[src/rtl/div_iter.sv]
// Iterative radix-2 restoring divider (DIV/DIVU), one quotient bit per clock.
// Optional macro DIV_EARLY_OUT_EN: finish immediately when |dividend| < |divisor|.
module div_iter #(
   parameter int WIDTH = 32,
   parameter int CNT_W = 6
) (
   input  logic               clk,
   input  logic               rst,
   input  logic               annul_i,
   input  logic               start_i,
   input  logic               signed_i,
   input  logic [WIDTH-1:0]   opdata1_i,
   input  logic [WIDTH-1:0]   opdata2_i,
   output logic [2*WIDTH-1:0] result_o,
   output logic               ready_o
);

   localparam logic [1:0] S_IDLE    = 2'b00;
   localparam logic [1:0] S_DIVZERO = 2'b01;
   localparam logic [1:0] S_ON      = 2'b10;
   localparam logic [1:0] S_END     = 2'b11;

   logic [1:0]         state;
   logic [CNT_W-1:0]   cnt;
   logic [WIDTH-1:0]   rem;
   logic [WIDTH-1:0]   quo;
   logic [WIDTH-1:0]   dvs;
   logic               q_neg;
   logic               r_neg;
   logic [2*WIDTH-1:0] result;
   logic               ready;

   logic [WIDTH-1:0]   mag1;
   logic [WIDTH-1:0]   mag2;
   logic               early;
   logic [WIDTH:0]     shifted;
   logic [WIDTH+1:0]   diff;
   logic               borrow;
   logic [WIDTH-1:0]   rem_nx;
   logic [WIDTH-1:0]   quo_nx;
   logic [WIDTH-1:0]   q_fin;
   logic [WIDTH-1:0]   r_fin;
   logic               last;

   // 0x80000000 negates to itself, which is already its correct unsigned magnitude
   assign mag1 = (signed_i && opdata1_i[WIDTH-1]) ? -opdata1_i : opdata1_i;
   assign mag2 = (signed_i && opdata2_i[WIDTH-1]) ? -opdata2_i : opdata2_i;

`ifdef DIV_EARLY_OUT_EN
   assign early = (mag1 < mag2);
`else
   assign early = 1'b0;
`endif

   // The dividend occupies quo and is shifted into rem one bit per step
   assign shifted = {rem, quo[WIDTH-1]};
   assign diff    = {1'b0, shifted} - {2'b00, dvs};
   assign borrow  = diff[WIDTH+1];
   assign rem_nx  = borrow ? shifted[WIDTH-1:0] : diff[WIDTH-1:0];
   assign quo_nx  = {quo[WIDTH-2:0], ~borrow};
   assign q_fin   = q_neg ? -quo_nx : quo_nx;
   assign r_fin   = r_neg ? -rem_nx : rem_nx;
   assign last    = (cnt == CNT_W'(WIDTH - 1));

   always_ff @(posedge clk) begin
      if (rst) begin
         state  <= S_IDLE;
         cnt    <= '0;
         rem    <= '0;
         quo    <= '0;
         dvs    <= '0;
         q_neg  <= 1'b0;
         r_neg  <= 1'b0;
         result <= '0;
         ready  <= 1'b0;
      end else begin
         case (state)
            S_IDLE: begin
               ready  <= 1'b0;
               result <= '0;
               if (start_i && !annul_i) begin
                  if (opdata2_i == '0) begin
                     state <= S_DIVZERO;
                  end else if (early) begin
                     state  <= S_END;
                     result <= {opdata1_i, {WIDTH{1'b0}}};
                     ready  <= 1'b1;
                  end else begin
                     state <= S_ON;
                     rem   <= '0;
                     quo   <= mag1;
                     dvs   <= mag2;
                     q_neg <= signed_i && (opdata1_i[WIDTH-1] ^ opdata2_i[WIDTH-1]);
                     r_neg <= signed_i && opdata1_i[WIDTH-1];
                     cnt   <= '0;
                  end
               end
            end
            S_DIVZERO: begin
               if (annul_i) begin
                  state <= S_IDLE;
               end else begin
                  state  <= S_END;
                  result <= '0;
                  ready  <= 1'b1;
               end
            end
            S_ON: begin
               if (annul_i) begin
                  state <= S_IDLE;
               end else begin
                  rem <= rem_nx;
                  quo <= quo_nx;
                  cnt <= cnt + CNT_W'(1);
                  if (last) begin
                     result <= {r_fin, q_fin};
                     ready  <= 1'b1;
                     state  <= S_END;
                  end
               end
            end
            S_END: begin
               if (!start_i || annul_i) begin
                  state <= S_IDLE;
                  ready <= 1'b0;
               end
            end
            default: state <= S_IDLE;
         endcase
      end
   end

   assign ready_o  = ready;
   assign result_o = ready ? result : '0;

endmodule

[config.mk]
export PLATFORM = sky130hd
export DESIGN_NAME = div_iter
export DESIGN_NICKNAME = d
export VERILOG_FILES = /design/src/rtl/div_iter.sv
export SDC_FILE = /design/constraint.sdc
export NUM_CORES = 1
export LEC_CHECK = 0
export BUFFER_PORTS_ARGS = -buffer_cell sky130_fd_sc_hd__buf_4
export CAP_MARGIN = 20
export CORE_MARGIN = 5
export CORE_UTILIZATION = 43
export CTS_CLUSTER_DIAMETER = 200
export CTS_CLUSTER_SIZE = 28
export DETAILED_ROUTE_END_ITERATION = 8
export GPL_TIMING_DRIVEN = 0
export PLACE_DENSITY = 0.61
export SYNTH_ARGS = -nofsm -noshare
export SYNTH_HDL_FRONTEND = slang
export SYNTH_SLANG_ARGS = --single-unit
[constraint.sdc]
create_clock -name clk -period 4.2 [get_ports clk]
set_input_delay 0.21 -clock clk [delete_from_list [all_inputs] [get_ports clk]]
set_output_delay 0.21 -clock clk [all_outputs]
set_load 0.01 [all_outputs]
==> impl_metrics.tcl, run 1 <==
set metrics [dict create \
    io_buffers 132 \
    path_buf_inv 5 \
    nNetsFinal 1990 \
    synth_flop_cell "dfxtp_1" \
    cp-startpoint "dvs[29]" \
    status "completed" \
    routedWlPerCell_um 18.51 \
    die_x_um 180.2 \
    die_h_um 180.2 \
    grt_pass1_vias 11437 \
    synth_nets 1824 \
    grt.overflow.total 0 \
    cts_tree "built" \
    clk_pin_slew_ns 0.08 \
    cts_buffers 17 \
    final_common_cell "nand2_1" \
    rows 62 \
    ys_seq_elements 171 \
    power.density_nw_per_um2 494.6 \
    dr.pass1.iters 6 \
    cts_hold_repair.buffers 0 \
    drv_slew 0 \
    synth_edf_count 0 \
    syn_to_final_growth_pct 20.94 \
    cpPeakStageDelay_ns 0.42 \
    path_class "reg2reg" \
    critPathArrivalTime_ns 4.42 \
    slew_headroom_pct 35.76 \
    cts_sinks 171 \
    pwr-share-clk_pct 22.3 \
    p_leak_nw 5.968 \
    initial_core_util_pct 43.51 \
    cp.required_ns 4.53 \
    setup_tns_ns 0 \
    fin_crit_sh_pct 97.40 \
    dieArea_um2 32470 \
    antenna_found_initial 0 \
    mostFrequentLayoutCells "nand2_1, nor2_1, dfxtp_1" \
    detail-route-antenna-nets 0 \
    finalHoldViolations 0 \
    holdCritStartpoint "opdata2_i[0]" \
    routed_via_density 5.659 \
    maxCapViolCount 0 \
    cp-start-kind "flop" \
    path_cells "inv_1, ha_2, nand4b_4, nor4_2, nand2_1, a31oi_4, or2_1, buf_6, buf_12, buf_12, buf_12, nand2_1, o21ai_4, ha_4, o2111a_1, nand3_2, nor3_4, o211ai_1, o21ai_1, xnor2_1, o21ai_1" \
    placed_area_um2 13930 \
    syn_area_um2 12460 \
    place_congestion 0.9379 \
    core_um2 28630 \
    cts_max_level 4 \
    wl_mm 42.10 \
    peakVddDrop_mv 0.2853 \
    clockRootBuffer "clkbuf_16" \
    grt_max_degree 21 \
    crit_family "simple AND/OR/NAND/NOR gates" \
    cpMaxStageDelayCell "ha_2" \
    cp-end-kind "flop" \
    p_sw_share_pct 47.91 \
    num_vias 12868 \
    final.min_clock_period_ns 4.091 \
    boundaryPins 134 \
    clock_latency_ns 0.44 \
    crit_top_cell "buf_12" \
    track_usage_pct 24.53 \
    synthArstFlopShare_pct 0 \
    ys_warn_count 0 \
    antenna_cells 0 \
    fmax_mhz 244.5 \
    min_path_type "in2reg" \
    fin_worst_skew_ns 0.01352 \
    dp_hpwl_mm 33.65 \
    place_ws_ns -1.049 \
    layout-drive-gt1-share_pct 15.87 \
    yosysUniqueCellTypes 87 \
    path_max_fanout 10 \
    p_int_w 0.003881 \
    drt_iter0_markers 1194 \
    seq_power_share_pct 26.3 \
    avgSynthCellArea_um2 7.280 \
    timing.rr.start "dvs[29]" \
    setup_ws_ns 0.1093 \
    drc 0 \
    worst_pin_slew_ns 0.9635 \
    cts_buffer_depth 2 \
    setup_viol 0 \
    synth-seq-area-share_pct 27.48 \
    netSwitchingPower_w 0.003570 \
    netlist_instances 1711 \
    final_area_um2 15060 \
    combPwrFrac_pct 51.5 \
    grt_pass1_wl_mm 64.89 \
]
## sequential cells by signal, indices dropped and copies added, names as in the netlist
| signal | flops |
|---|---|
| quo | 32 |
| rem | 32 |
| result | 64 |
| ready_o | 1 |
| q_neg | 1 |
| cnt | 6 |
| r_neg | 1 |
| dvs | 32 |
| state | 2 |
## power groups by stage
| stage | registers (W) | logic (W) | clock network, W |
|---|---|---|---|
| after floorplan | 0.00191 | 0.00248 | 0 |
| after global placement | 0.00198 | 0.00348 | 0 |
| after detailed placement | 0.00198 | 0.00350 | 0 |
| after CTS | 0.00195 | 0.00362 | 0.00168 |
| after global routing | 0.00197 | 0.00416 | 0.00174 |
| final | 0.00196 | 0.00383 | 0.00166 |
## layout make-up
class,instances,area [µm²]
flip-flops and latches,171,3443
multi-input cells,1368,8628
inverters,62,235.2
clock buffers,17,425.4
well taps,384,480.5
repair buffers,148,1111
plain buffers,109,551.8
clock inverters,15,188.9
fillers,2841,13560
## tightest hold or removal path: stages
cell	delay, ns
buf_4	0.12
nand2_1	0.05
a21oi_1	0.05
## logic make-up after synthesis
| group | after synthesis | synth area share (%) |
|---|---|---|
| and+or+nand+nor | 708 | 26.73 |
| adders and majority gates | 44 | 4.480 |
| buffers and inverters | 172 | 5.686 |
| xor gates and xnor gates | 135 | 9.493 |
| muxes | 18 | 1.467 |
| DFF | 171 | 27.48 |
| AOI/OAI and AO/OA | 463 | 24.66 |
## synth_stat cells (3+ instances only)
| master | n | area share, % |
|---|---|---|
| a211o_1 | 5 | 0.35 |
| a211oi_1 | 36 | 2.2 |
| a21boi_0 | 5 | 0.30 |
| a21o_1 | 10 | 0.60 |
| a21oi_1 | 118 | 4.7 |
| a22oi_1 | 53 | 3.2 |
| a2bb2oi_1 | 5 | 0.35 |
| a311o_1 | 3 | 0.24 |
| a311oi_1 | 3 | 0.21 |
| a31oi_1 | 21 | 1.1 |
| a41oi_1 | 3 | 0.21 |
| and2_1 | 74 | 3.7 |
| and3_1 | 12 | 0.60 |
| and4_1 | 3 | 0.21 |
| buf_1 | 17 | 0.51 |
| buf_2 | 17 | 0.68 |
| buf_4 | 4 | 0.24 |
| buf_6 | 3 | 0.27 |
| clkbuf_1 | 68 | 2.0 |
| dfxtp_1 | 171 | 27 |
| ha_1 | 43 | 4.3 |
| inv_1 | 61 | 1.8 |
| mux2i_1 | 16 | 1.3 |
| nand2_1 | 227 | 6.8 |
| nand2b_1 | 14 | 0.70 |
| nand3_1 | 59 | 2.4 |
| nand4_1 | 18 | 0.90 |
| nor2_1 | 188 | 5.7 |
| nor2b_1 | 4 | 0.20 |
| nor3_1 | 41 | 1.6 |
| nor3b_1 | 6 | 0.36 |
| nor4_1 | 9 | 0.45 |
| o211a_1 | 5 | 0.40 |
| o211ai_1 | 13 | 0.78 |
| o21a_1 | 9 | 0.54 |
| o21ai_0 | 93 | 3.7 |
| o21ai_1 | 16 | 0.64 |
| o31a_1 | 3 | 0.21 |
| o31ai_1 | 20 | 1.2 |
| o41ai_1 | 9 | 0.63 |
| or2_2 | 9 | 0.45 |
| or3_1 | 18 | 0.90 |
| or4_1 | 12 | 0.72 |
| xnor2_1 | 69 | 4.9 |
| xor2_1 | 66 | 4.6 |
## routing by layer
layer / GRT usage (%) / up-vias / wire length [µm]
met1: 38.49 / 5959 / 20930
li1: - / 6367 / -
met3: 4.481 / 38 / 3456
met5: 0 / - / 0
met2: 35.18 / 504 / 17250
met4: 4.174 / 0 / 456
## stage by stage
step	hold slack, ns	total power [W]	cells	utilization, %
after floorplan	0.3460	0.004398	1711	-
after global placement	0.4319	0.005454	2227	48.66
after detailed placement	0.4357	0.005485	2227	48.66
after CTS	0.02334	0.007244	2263	51.40
after global routing	0.02702	0.007875	2274	52.63
final	0.03852	0.007450	2274	52.63
## timing repair
action / in CTS / in global routing
pin swaps: 8 / 18
cloned: 0 / 0
resized for setup: 39 / 67
setup endpoints to repair: 32 / 15
buffers inserted: 5 / 11
## path summary, 6_finish.rpt
kind	slack (ns)	endpoint	cells after the start
setup / recovery	0.11	result[62]	21
hold / removal	0.04	dvs[0]	3
setup reg to reg	0.11	result[62]	21
hold reg to reg	0.44	result[62]	2
Power figures use the tool's default switching activity.
==> run 2: changes to the inputs <==
--- a/config.mk
+++ b/config.mk
@@ -9,6 +9,7 @@
 export CAP_MARGIN = 20
 export CORE_MARGIN = 5
 export CORE_UTILIZATION = 43
+export CTS_BUF_LIST = sky130_fd_sc_hd__clkbuf_2 sky130_fd_sc_hd__clkbuf_4 sky130_fd_sc_hd__clkbuf_8
 export CTS_CLUSTER_DIAMETER = 200
 export CTS_CLUSTER_SIZE = 28
 export DETAILED_ROUTE_END_ITERATION = 8
==> run 2 against run 1 <==
Against the previous run: worst hold slack worse by 0.025 ns; wire length up 0.16%; clock skew up 0.0055 ns; via count up 0.12%; critical endpoint unchanged.
==> impl_metrics.tcl, run 2 (same netlist as run 1, synthesis figures left out) <==
set metrics [dict create \
    antenna_cells 0 \
    min_path_type "in2reg" \
    antenna_found_initial 0 \
    cts_buffer_depth 2 \
    cp-end-kind "flop" \
    worst_pin_slew_ns 0.9789 \
    regMostFlops "result" \
    mostFrequentLayoutCells "nand2_1, nor2_1, buf_4" \
    cts_buffers 17 \
    syn_to_final_growth_pct 19.67 \
    dp_hpwl_mm 33.65 \
    num_vias 12884 \
    peakVddDrop_mv 0.2778 \
    finalHoldViolations 0 \
    track_usage_pct 24.43 \
    cts_max_level 4 \
    io_buffers 132 \
    setup_viol 0 \
    dr.pass1.iters 6 \
    fin_worst_skew_ns 0.01900 \
    routed_via_density 5.661 \
    grt_max_degree 21 \
    die_h_um 180.2 \
    critPathArrivalTime_ns 4.44 \
    dieArea_um2 32470 \
    largest_register_ffs 64 \
    grt_pass1_vias 11415 \
    place_congestion 0.9379 \
    initial_core_util_pct 43.51 \
    final.min_clock_period_ns 4.060 \
    whs_ns 0.01391 \
    cpPeakStageDelay_ns 0.51 \
    slew_headroom_pct 34.74 \
    final_util_pct 52.07 \
    path_cells "ha_2, a21oi_1, o21ai_4, nand2_1, o311ai_4, or2_1, buf_6, buf_12, buf_12, buf_12, o21ai_4, ha_4, o2111a_1, nand3_2, nor3_4, o211ai_1, o21ai_1, xnor2_1, o21ai_1" \
    layout-drive-gt1-share_pct 16.17 \
    rows 62 \
    grt_pass1_wl_mm 64.76 \
    setup_ws_ns 0.1397 \
    clockRootBuffer "clkbuf_8" \
    drt_iter0_markers 1238 \
    routedWlPerCell_um 18.53 \
    setup_tns_ns 0 \
    cp.required_ns 4.58 \
    fin_crit_sh_pct 96.67 \
    wl_mm 42.17 \
    die_x_um 180.2 \
    detail-route-antenna-nets 0 \
    core_um2 28630 \
    cts_tree "built" \
    place_ws_ns -1.049 \
    total_power_w 0.007066 \
    cp-start-kind "flop" \
    p_leak_nw 5.896 \
    maxCapViolCount 0 \
    nNetsFinal 1992 \
    grt.overflow.total 0 \
    boundaryPins 134 \
    status "completed" \
    path_class "reg2reg" \
    power.density_nw_per_um2 474.1 \
    drv_slew 0 \
    crit_top_cell "buf_12" \
    cpMaxStageDelayCell "dfxtp_1" \
    path_max_fanout 10 \
    final_common_cell "nand2_1" \
    cts_sinks 171 \
    fmax_mhz 246.3 \
    clk_pin_slew_ns 0.12 \
    clock_latency_ns 0.49 \
    drc 0 \
]
## run 2: path summary, 6_finish.rpt
path | cells past startpoint | slack, ns | start | to
worst max-delay path | 19 | 0.14 | rem[13] | result[62]
worst min-delay path | 3 | 0.01 | opdata2_i[1] | dvs[1]
worst max register to register | 19 | 0.14 | rem[13] | result[62]
worst min register to register | 2 | 0.45 | result[62] | result[62]
## run 2: layout make-up
type                    count  area (µm²)
well taps                 384       480.5
inverters                  62       235.2
multi-input cells        1368        8636
repair buffers            150        1129
clock buffers              17       234.0
fillers                  2867       13720
flip-flops and latches    171        3453
plain buffers             109       549.3
clock inverters            15       188.9
## run 2: power by group
group	internal [W]	switching, W	total (W)
combinational	0.00129	0.00256	0.00385
clock	0.000467	0.000797	0.00126
sequential	0.00178	0.000175	0.00196
## run 2: stage by stage
stage,std cells,instance area [µm²]
after floorplan,1711,12460
after global placement,2227,13930
after detailed placement,2227,13930
after CTS,2264,14530
after global routing,2276,14910
final,2276,14910
## run 2: per-layer routing
metal / wire length, µm / vias to the layer above / track usage (%) / part of all wire (%)
li1: - / 6373 / - / -
met1: 20710 / 5965 / 38.66 / 49
met2: 17290 / 512 / 34.92 / 41
met3: 3744 / 34 / 3.956 / 8.9
met4: 416 / 0 / 4.386 / 0.99
met5: 0 / - / 0 / 0
## run 2: what timing repair did
item | 4_1_cts | 5_1_grt
hold buffers | 1 | 0
pin swaps | 7 | 17
endpoints found under the hold margin | 1 | 0
resized for setup | 40 | 73
buffers inserted | 5 | 12
setup endpoints to repair | 31 | 16
## run 2: critical path, delay by kind of cell (launching register included)
family                   cells  cell delay (ns)
flip-flops                   1             0.51
adder cells (fa/ha/maj)      2             0.58
XOR/XNOR                     1             0.14
AO/OA/AOI/OAI                8             1.43
buffers and inverters        4             0.58
AND/OR/NAND/NOR              4             0.73
